==> config.mk <==
export PLATFORM = sky130hd
export DESIGN_NAME = fetch_unit
export DESIGN_NICKNAME = d
export VERILOG_FILES = /design/src/rtl/fetch_unit.sv
export SDC_FILE = /design/constraint.sdc
export NUM_CORES = 1
export LEC_CHECK = 0
export BUFFER_PORTS_ARGS = -buffer_cell sky130_fd_sc_hd__buf_4
export CAP_MARGIN = 15
export CORE_MARGIN = 5
export CORE_UTILIZATION = 52
export DETAILED_ROUTE_END_ITERATION = 7
export GPL_TIMING_DRIVEN = 0
export PLACE_DENSITY = 0.81
export SLEW_MARGIN = 5
export SYNTH_ARGS = -nofsm -noshare
export SYNTH_HDL_FRONTEND = slang
export SYNTH_SLANG_ARGS = --single-unit
==> constraint.sdc <==
create_clock -name clk -period 14.9 [get_ports clk]
set_input_delay 3.725 -clock clk [delete_from_list [all_inputs] [get_ports clk]]
set_output_delay 3.725 -clock clk [all_outputs]
set_load 0.05 [all_outputs]
==> src/rtl/fetch_unit.sv <==
// Instruction-fetch stage: req/gnt/rvalid fetch into the IF/ID register, with stall, redirect and kill handling.
// Optional performance counters are built only when FETCH_PERF_CNT_EN is defined.
module fetch_unit (
  input  logic        clk,
  input  logic        startin,
  input  logic [31:0] pc_in,
  output logic [31:0] pc_next,
  output logic        pc_write,
  output logic        imem_req,
  output logic [31:0] imem_addr,
  input  logic        imem_gnt,
  input  logic        imem_rvalid,
  input  logic [31:0] imem_rdata,
  input  logic        stall,
  input  logic        redirect,
  input  logic [31:0] redirect_pc,
  output logic        ifid_valid,
  output logic [31:0] ifid_pc,
  output logic [31:0] ifid_pc4,
  output logic [31:0] ifid_instr,
  output logic [31:0] perf_fetched,
  output logic [31:0] perf_stall_cyc
);

  localparam logic [31:0] NOP_INSTR = 32'h0000_0000;

  localparam logic [1:0] S_REQ  = 2'd0;
  localparam logic [1:0] S_WAIT = 2'd1;
  localparam logic [1:0] S_HOLD = 2'd2;

  logic [1:0]  state_q, state_d;
  logic        kill_q, kill_d;
  logic [31:0] req_pc_q, req_pc_d;
  logic [31:0] buf_pc_q, buf_pc_d;
  logic [31:0] buf_instr_q, buf_instr_d;
  logic        ifid_valid_q, ifid_valid_d;
  logic [31:0] ifid_pc_q, ifid_pc_d;
  logic [31:0] ifid_pc4_q, ifid_pc4_d;
  logic [31:0] ifid_instr_q, ifid_instr_d;

  logic        deliver;
  logic [31:0] deliver_pc;
  logic [31:0] deliver_instr;

  always_comb begin
    state_d       = state_q;
    kill_d        = kill_q;
    req_pc_d      = req_pc_q;
    buf_pc_d      = buf_pc_q;
    buf_instr_d   = buf_instr_q;
    deliver       = 1'b0;
    deliver_pc    = req_pc_q;
    deliver_instr = imem_rdata;
    case (state_q)
      S_REQ: begin
        if (!redirect && imem_gnt) begin
          req_pc_d = pc_in;
          state_d  = S_WAIT;
        end
      end
      S_WAIT: begin
        // A redirect racing the response drops it; otherwise the response still owed is marked dead.
        if (redirect) begin
          if (imem_rvalid) begin
            kill_d  = 1'b0;
            state_d = S_REQ;
          end else begin
            kill_d = 1'b1;
          end
        end else if (imem_rvalid) begin
          if (kill_q) begin
            kill_d  = 1'b0;
            state_d = S_REQ;
          end else if (!stall) begin
            deliver = 1'b1;
            state_d = S_REQ;
          end else begin
            buf_pc_d    = req_pc_q;
            buf_instr_d = imem_rdata;
            state_d     = S_HOLD;
          end
        end
      end
      S_HOLD: begin
        if (redirect) begin
          state_d = S_REQ;
        end else if (!stall) begin
          deliver       = 1'b1;
          deliver_pc    = buf_pc_q;
          deliver_instr = buf_instr_q;
          state_d       = S_REQ;
        end
      end
      default: state_d = S_REQ;
    endcase
  end

  assign imem_req  = !startin && (state_q == S_REQ) && !redirect;
  assign imem_addr = (!startin && (state_q == S_REQ)) ? pc_in : 32'h0;
  assign pc_write  = !startin && (redirect || deliver);
  assign pc_next   = !pc_write ? 32'h0 : (redirect ? redirect_pc : deliver_pc + 32'd4);

  always_comb begin
    ifid_valid_d = ifid_valid_q;
    ifid_pc_d    = ifid_pc_q;
    ifid_pc4_d   = ifid_pc4_q;
    ifid_instr_d = ifid_instr_q;
    if (redirect) begin
      ifid_valid_d = 1'b0;
      ifid_instr_d = NOP_INSTR;
    end else if (deliver) begin
      ifid_valid_d = 1'b1;
      ifid_pc_d    = deliver_pc;
      ifid_pc4_d   = deliver_pc + 32'd4;
      ifid_instr_d = deliver_instr;
    end else if (!stall) begin
      ifid_valid_d = 1'b0;
    end
  end

  always_ff @(posedge clk or posedge startin) begin
    if (startin) begin
      state_q      <= S_REQ;
      kill_q       <= 1'b0;
      req_pc_q     <= 32'h0;
      buf_pc_q     <= 32'h0;
      buf_instr_q  <= NOP_INSTR;
      ifid_valid_q <= 1'b0;
      ifid_pc_q    <= 32'h0;
      ifid_pc4_q   <= 32'h0;
      ifid_instr_q <= NOP_INSTR;
    end else begin
      state_q      <= state_d;
      kill_q       <= kill_d;
      req_pc_q     <= req_pc_d;
      buf_pc_q     <= buf_pc_d;
      buf_instr_q  <= buf_instr_d;
      ifid_valid_q <= ifid_valid_d;
      ifid_pc_q    <= ifid_pc_d;
      ifid_pc4_q   <= ifid_pc4_d;
      ifid_instr_q <= ifid_instr_d;
    end
  end

  assign ifid_valid = ifid_valid_q;
  assign ifid_pc    = ifid_pc_q;
  assign ifid_pc4   = ifid_pc4_q;
  assign ifid_instr = ifid_instr_q;

`ifdef FETCH_PERF_CNT_EN
  logic [31:0] fetched_q, stall_cyc_q;

  always_ff @(posedge clk or posedge startin) begin
    if (startin) begin
      fetched_q   <= 32'h0;
      stall_cyc_q <= 32'h0;
    end else begin
      if (deliver && !redirect) fetched_q <= fetched_q + 32'd1;
      if (stall) stall_cyc_q <= stall_cyc_q + 32'd1;
    end
  end

  assign perf_fetched   = fetched_q;
  assign perf_stall_cyc = stall_cyc_q;
`else
  assign perf_fetched   = 32'h0;
  assign perf_stall_cyc = 32'h0;
`endif

endmodule

# --- Yosys cells after proc, flatten, opt, wreduce, memory -nomap -nowiden ---
# Cells that the tools add are included.
totals:
  ff_bits: 196
  in_bits: 102
  wordCells: 64
classes:
  n_addsub: 1
  eq_ne: 6
  muxes: 31
  n_bitwise: 2
  reduce_logical: 15
op_table:
  columns: ["operator", "count"]
  rows:
  - ["$mux W32", 10]
  - ["$add A32 B3 Y32 const B", 1]
  - ["$mux W2", 8]
  - ["$mux W1", 11]
  - ["$pmux W2 S3", 1]
  - ["$reduce_and A2 Y1", 3]
  - ["$logic_and A1 B1 Y1", 4]
  - ["$ne A2 B2 Y1 const B", 2]
  - ["$reduce_and A4 Y1", 1]
  - ["$reduce_bool A2 Y1", 2]
  - ["$ne A3 B1 Y1 const B", 1]
  - ["$ne A3 B3 Y1 const B", 1]
  - ["$reduce_and A3 Y1", 1]
  - ["$eq A2 B1 Y1 const B", 1]
  - ["$eq A2 B2 Y1 const B", 1]
  - ["$logic_not A1 Y1", 2]
  - ["$logic_not A2 Y1", 1]
  - ["$not A1 Y1", 2]
  - ["$pmux W1 S2", 1]
  - ["$logic_or A1 B1 Y1", 1]

# --- Logic depth before layout (Yosys ltp) ---
# Gate-level depths: netlist (run 1).
logic_depth:
  word_depth: 8
  ltp_mapped: 16
  depth_no_buf: 12

# --- Least setup slack after synthesis (run 1) ---
# OpenSTA, ideal clock, no wires.
synth_path:
  path_kind: "input-to-output"
  start: "input startin"
  end: "output pc_next[30]"
  t_arrival_ns: 9.790
  required_ns: 11.175
  slack_ns: 1.385
  stages: 2
  n_path_buf: 0
  path_cell_list: "clkinv_1 a311o_1"
synth_between:
  elab_chain_cells: 3
synth_rtl:
  columns: ["item", "line_no", "text"]
  rows:
  - ["start: declaration", "5", "input logic startin,"]
  - ["$logic_not A1 Y1 (no source line)", null, null]
  - ["$logic_and A1 B1 Y1", "100", "assign pc_write = !startin && (redirect || deliver);"]
  - ["$mux W32", "101", "assign pc_next = !pc_write ? 32'h0 : (redirect ? redirect_pc : deliver_pc + 32'd4);"]
  - ["end: declaration", "7", "output logic [31:0] pc_next,"]
# No other way between the ends.

# --- Worst setup path in the final report (run 1) ---
layout_path:
  start: "input stall"
  end: "output pc_next[24]"
layout_lines:
  columns: ["item", "line_no", "text"]
  rows:
  - ["start: declaration", "14", "input logic stall,"]
  - ["$mux W32", null, null]
  - ["$mux W32", "85", "if (redirect) begin"]
  - ["$mux W32", "54", "case (state_q)"]
  - ["via deliver_pc[3]", "42", "logic [31:0] deliver_pc;"]
  - ["$add A32 B3 Y32", "101", null]
  - ["$mux W32 (2 in series)", "101", null]
# The timed path passes the listed nets, and every way through them passes these cells.

==> results of run 1 <==
-- kinds of logic after synthesis --
group	Yosys count
XOR/XNOR	26
AO/OA/AOI/OAI	164
buffers and inverters	139
other	1
AND/OR/NAND/NOR	306
flip-flops	194
multiplexers	162
adder cells (fa/ha/maj)	4
-- sequential cells by signal, summed over array words and instances (netlist names) --
signal,cells
ifid_instr,32
ifid_pc,32
state_q,2
ifid_pc4,30
buf_instr_q,32
req_pc_q,32
buf_pc_q,32
kill_q,1
ifid_valid,1
-- cell usage in the layout (no fill, tap or decap), types with 5 or more instances in the layout --
cell type / count
nor3_1: 9
mux2_2: 102
nor2_1: 59
nand2_1: 115
a21oi_1: 31
nand3_1: 21
a31o_2: 33
inv_1: 11
nor4_1: 6
nand4_1: 14
or3_1: 10
conb_1: 64
and2_1: 37
xor2_1: 8
xnor2_1: 18
clkbuf_1: 45
dfrtp_1: 194
buf_1: 12
buf_4: 329
nor2b_1: 6
clkbuf_16: 17
o21ai_0: 64
nand3b_1: 5
mux2i_1: 60
-- routing by layer --
metal	wire (µm)	vias up
met5	0	-
met4	1670	0
met3	2990	107
met2	16300	480
met1	13200	4427
li1	-	4069
-- layout make-up --
type	count	share of cell area [%]
repair buffers	265	15.1
flip-flops and latches	194	36.0
plain buffers	126	5.47
clock inverters	12	1.08
well taps	265	2.46
inverters	13	0.399
clock buffers	20	3.46
multi-input cells	726	36.1
-- critical path, delay by kind of cell --
kind / cells / cell delay (ns)
compound gates: 1 / 0.41
buf+inv: 6 / 1.89
fa+ha+maj: 1 / 0.26
simple gates: 6 / 1.86
-- power by group --
group / leakage (nW) / switching, mW / internal [mW]
logic: 4.12 / 0.808 / 0.424
clock network: 0.293 / 0.217 / 0.265
registers: 2.48 / 0.192 / 0.745
-- through the flow --
| step | hold WS [ns] | area [µm²] | utilization, % | power, mW |
|---|---|---|---|---|
| after floorplan | 0.479 | 10500 | - | 1.75 |
| after global placement | 0.463 | 12800 | 65.8 | 2.12 |
| after detailed placement | 0.465 | 12900 | 66.1 | 2.16 |
| after CTS | 0.482 | 13500 | 69.3 | 2.64 |
| after global routing | 0.486 | 13500 | 69.3 | 2.77 |
| final | 0.482 | 13500 | 69.3 | 2.65 |
-- synth_stat cells, types with 3 or more instances --
cell type	instances	share of area (%)
a21oi_1	31	1.5
a222oi_1	3	0.29
a31o_2	33	2.8
and2_1	37	2.3
and3_1	4	0.24
and4_1	4	0.34
buf_1	12	0.44
buf_4	66	4.8
clkbuf_1	45	1.6
dfrtp_1	194	47
ha_1	4	0.49
inv_1	11	0.40
mux2_2	102	11
mux2i_1	60	5.8
nand2_1	115	4.2
nand2b_1	3	0.18
nand3_1	21	1.0
nand3b_1	5	0.37
nand4_1	14	0.85
nor2_1	59	2.2
nor2b_1	6	0.37
nor3_1	9	0.44
nor4_1	6	0.37
o211ai_1	4	0.29
o21ai_0	64	3.1
o31ai_1	3	0.22
or3_1	10	0.61
or4_1	4	0.29
xnor2_1	18	1.5
xor2_1	8	0.68
-- worst paths after layout --
check                              from         endpoint  slack, ns  cells past startpoint
max                               stall      pc_next[24]       3.01                     14
min                        ifid_pc4[13]     ifid_pc4[13]       0.48                      2
max reg2reg                  state_q[0]     ifid_pc4[24]       9.96                     14
min reg2reg                ifid_pc4[13]     ifid_pc4[13]       0.48                      2
max in group asynchronous       startin       ifid_pc[6]      10.82                      3
min in group asynchronous       startin  buf_instr_q[11]       3.27                      2
==> flow_summary.yaml, run 1 <==
synthesis:
  ys_seq_area_share_pct: 47.3
  synth_edf_count: 0
  synthFlopType: "dfrtp_1"
  synthXorXnorAreaFrac_pct: 2.22
  synth_adder_area_share_pct: 0.487
  synth_area_um2: 10300
  yosysUniqueCellTypes: 61
  synth_compound_area_share_pct: 10.7
  ys_ff_latch: 194
  synthCells: 996
  async_flop_share_pct: 100
  syn_avg_cell_area_um2: 10.3
  synth_top_family_by_area: "multiplexers"
  yosys.area_share.simple_pct: 14.6
  yosysWarningCount: 0
  muxShareOfSynthArea_pct: 17.0
clocking:
  cts-root-buf: "clkbuf_16"
  cts_setup_buffers: 0
  htreeDepth: 4
  cts_tree: "done"
  clockBufferDepth: 2
  clk_pin_slew_ns: 0.08
  clk_latency_ns: 0.44
  cts-resized-gates: 0
  ctsHoldBuffers: 0
  clock_sink_count: 194
  cts_buffers: 17
cells_and_area:
  fin_nets: 1449
  finalNonFillerCells: 1621
  drive_gt1_share_pct: 37.5
  fill_cells: 1521
  syn_to_final_growth_pct: 31.3
  seq_area_um2: 4850
  n_antenna_cell: 0
  multiInputGateArea_um2: 4860
route:
  antenna_left: 0
  drt-total-wl_um: 34200
  drt_iter0_markers: 1001
  drc: 0
  wl_per_cell_um: 21.1
  dr.pass1.iters: 5
  via_per_inst: 5.60
  vias: 9083
grt:
  grt_use_total_pct: 29.7
  grt_overflow_total: 0
  grt_pass1_wl_um: 51600
  grt_max_degree: 99
  use_met1_pct: 37.6
  met3_usage_pct: 6.53
  grt_pass1_vias: 9112
  globalRouteMet2Util_pct: 48.6
  antenna_found_initial: 0
  globalRoute.busiestLayer: "met2"
floorplanning:
  die_h_um: 151
  num_rows: 51
  boundaryPins: 329
  die_w_um: 151
  die_area_um2: 22700
  coreArea_um2: 19500
  initial_core_util_pct: 52.8
setup_path:
  cp_max_fo: 10
  worstPathCellList: "buf_4, nor3b_1, clkbuf_1, buf_1, clkbuf_1, nand2_1, nand2_1, ha_1, inv_1, a211o_4, nor4_1, nand4_1, nand3_1, buf_4"
  timing.setup.critical_path_class: "primary input to output pin"
  worst_ep_arrival_time_ns: 8.16
  slowest_delay_ns: 0.70
  worstSetupStartpointType: "primary input"
  worstSetupEndpointType: "output pin"
  worstPathRequired_ns: 11.18
  slowest_stage: "nor4_1"
sta:
  final_hold_viol_count: 0
  fmax_mhz: 84.1
  rsz0062_at_grt: "no"
  slew_viol_final: 0
  setup_ws_ns: 3.01
  skew_ns: 0.0119
  min_period_over_period_pct: 79.8
  period_minus_slack_ns: 11.89
  setup_viol: 0
  worst_slew_margin_rel_pct: 33.1
  worst_slew_pin_slew_ns: 1.00
  setup-tns-final_ns: 0
place:
  place_congestion: 0.929
  io_buffer_count: 263
  dp_hpwl_um: 26100
  dp_cells: 1589
  pre_cts_ws_ns: 3.19
job:
  cap_violations: 0
pwr:
  power_density_nw_per_um2: 197
  ir_worst_vdd_v: 0.000118
  leakagePower_nw: 6.90
status:
  status: "completed"
worst_hold_path:
  hold_path.class: "register to register"
(Power assumes the default switching activity.)
==> run 2: changes to the inputs <==
==> constraint.sdc (replaced) <==
create_clock -name clk -period 11.4 [get_ports clk]
set_input_delay 2.85 -clock clk [delete_from_list [all_inputs] [get_ports clk]]
set_output_delay 2.85 -clock clk [all_outputs]
set_load 0.05 [all_outputs]
==> flow_summary.yaml, run 2 (synthesized netlist as in run 1, its figures left out) <==
sta:
  rsz0062_at_grt: "no"
  fmax_mhz: 98.9
  final_hold_viol_count: 0
  min_period_over_period_pct: 88.7
  holdWs_ns: 0.480
  worst_slew_margin_rel_pct: 36.0
  setup-tns-final_ns: 0
  skew_ns: 0.00864
  period_minus_slack_ns: 10.11
  slew_viol_final: 0
  worst_slew_pin_slew_ns: 0.934
  setup_viol: 0
pwr:
  ir_worst_vdd_v: 0.000149
  clkPwrFrac_pct: 18.2
  leakagePower_nw: 6.89
  p_sw_mw: 1.59
  p_int_mw: 1.86
  p_seq_share_pct: 35.2
  power_density_nw_per_um2: 257
  finalPower_mw: 3.46
  p_sw_share_pct: 46.0
  p_comb_share_pct: 46.6
floorplanning:
  initial_core_util_pct: 52.8
  boundaryPins: 329
  die_h_um: 151
  coreArea_um2: 19500
  num_rows: 51
  die_w_um: 151
  die_area_um2: 22700
clocking:
  cts_setup_buffers: 0
  clockBufferDepth: 2
  cts_tree: "done"
  clk_latency_ns: 0.44
  clock_sink_count: 194
  cts_buffers: 17
  ctsHoldBuffers: 0
  cts-resized-gates: 0
  clk_pin_slew_ns: 0.07
  htreeDepth: 4
  cts-root-buf: "clkbuf_16"
grt:
  grt_use_total_pct: 29.3
  grt_overflow_total: 0
  grt_max_degree: 123
  antenna_found_initial: 1
  grt_pass1_vias: 9026
  grt_pass1_wl_um: 50700
setup_path:
  worstPathRequired_ns: 8.55
  rr_startpoint: "state_q[0]"
  regToRegSetupSlack_ns: 6.51
  worstSetupEndpoint: "pc_next[24]"
  timing.setup.critical_path_class: "primary input to output pin"
  slowest_delay_ns: 0.67
  reg2reg_depth: 14
  cp_max_fo: 10
  worst_ep_arrival_time_ns: 7.26
  crit_path_start: "stall"
  slowest_stage: "nor3b_1"
  worstSetupStartpointType: "primary input"
  worstPathCellList: "buf_4, nor3b_1, clkbuf_1, buf_1, clkbuf_1, nand2_1, nand2_1, ha_1, inv_1, a211o_4, nor4_1, nand4_1, nand3_1, buf_4"
  r2r_end: "ifid_pc4[24]"
  worstSetupEndpointType: "output pin"
route:
  drc: 0
  via_per_inst: 5.60
  drt_iter0_markers: 830
  drt-total-wl_um: 33900
  dr.pass1.iters: 5
  antenna_left: 0
  vias: 9074
  wl_per_cell_um: 20.9
worst_hold_path:
  hold_path.class: "register to register"
cells_and_area:
  syn_to_final_growth_pct: 31.1
  drive_gt1_share_pct: 37.4
  fin_nets: 1448
  finalNonFillerCells: 1621
  final_cell_mix: "buf_4, dfrtp_1, nand2_1, mux2_2"
  fill_cells: 1541
  final_common_cell: "buf_4"
  final_util_pct: 69.2
place:
  dp_cells: 1588
  dp_hpwl_um: 25900
  io_buffer_count: 263
  place_congestion: 0.917
status:
  status: "completed"
job:
  cap_violations: 0
## run 2: area by class of cell
cell class	instances	area (µm²)	share of cell area, %
tap	265	332	2.46
sequential	194	4850	36.1
buffer	126	737	5.47
clock buffer	18	439	3.26
clock inverter	14	169	1.25
multi-input combinational	726	4860	36.1
antenna	1	2.50	0.0186
timing repair buffer	264	2000	14.9
inverter	13	61.3	0.455
## run 2: metal layers
layer | vias up | part of all wire [%] | global-route usage [%]
met3 | 79 | 9.0 | 6.05
met1 | 4450 | 39 | 37.7
met2 | 468 | 49 | 48.7
li1 | 4077 | - | -
met4 | 0 | 3.6 | 11.8
met5 | - | 0 | 0
## run 2: metrics by stage
| step | cell area, µm² | setup slack [ns] |
|---|---|---|
| 3_3_place_gp | 12800 | 1.35 |
| 2_1_floorplan | 10500 | 2.05 |
| 4_1_cts | 13500 | 1.41 |
| 6_report | 13500 | 1.29 |
| 3_5_place_dp | 12900 | 1.41 |
| 5_1_grt | 13500 | 1.03 |
## run 2: how the worst min path moves through the flow
stage,from,to,slack [ns],cells past startpoint
after floorplan,buf_instr_q[0],buf_instr_q[0],0.48,1
after global placement,ifid_pc4[31],ifid_pc4[31],0.46,2
after detailed placement,ifid_pc4[28],ifid_pc4[28],0.46,2
after CTS,ifid_pc4[28],ifid_pc4[28],0.48,2
after global routing,ifid_pc4[28],ifid_pc4[28],0.51,2
final,ifid_pc4[28],ifid_pc4[28],0.48,2
## run 2: power groups by stage
stage	Combinational (mW)	Sequential (mW)	Clock [mW]
final	1.61	1.22	0.628
after global routing	1.71	1.25	0.661
after CTS	1.61	1.21	0.628
after detailed placement	1.60	1.22	0
after global placement	1.57	1.20	0
after floorplan	0.746	1.54	0
## run 2: worst max-delay path, delay by kind of cell
family / cells / cell delay [ns]
adders and majority gates: 1 / 0.27
buffers and inverters: 6 / 1.89
AOI/OAI and AO/OA: 1 / 0.41
and+or+nand+nor: 6 / 1.83
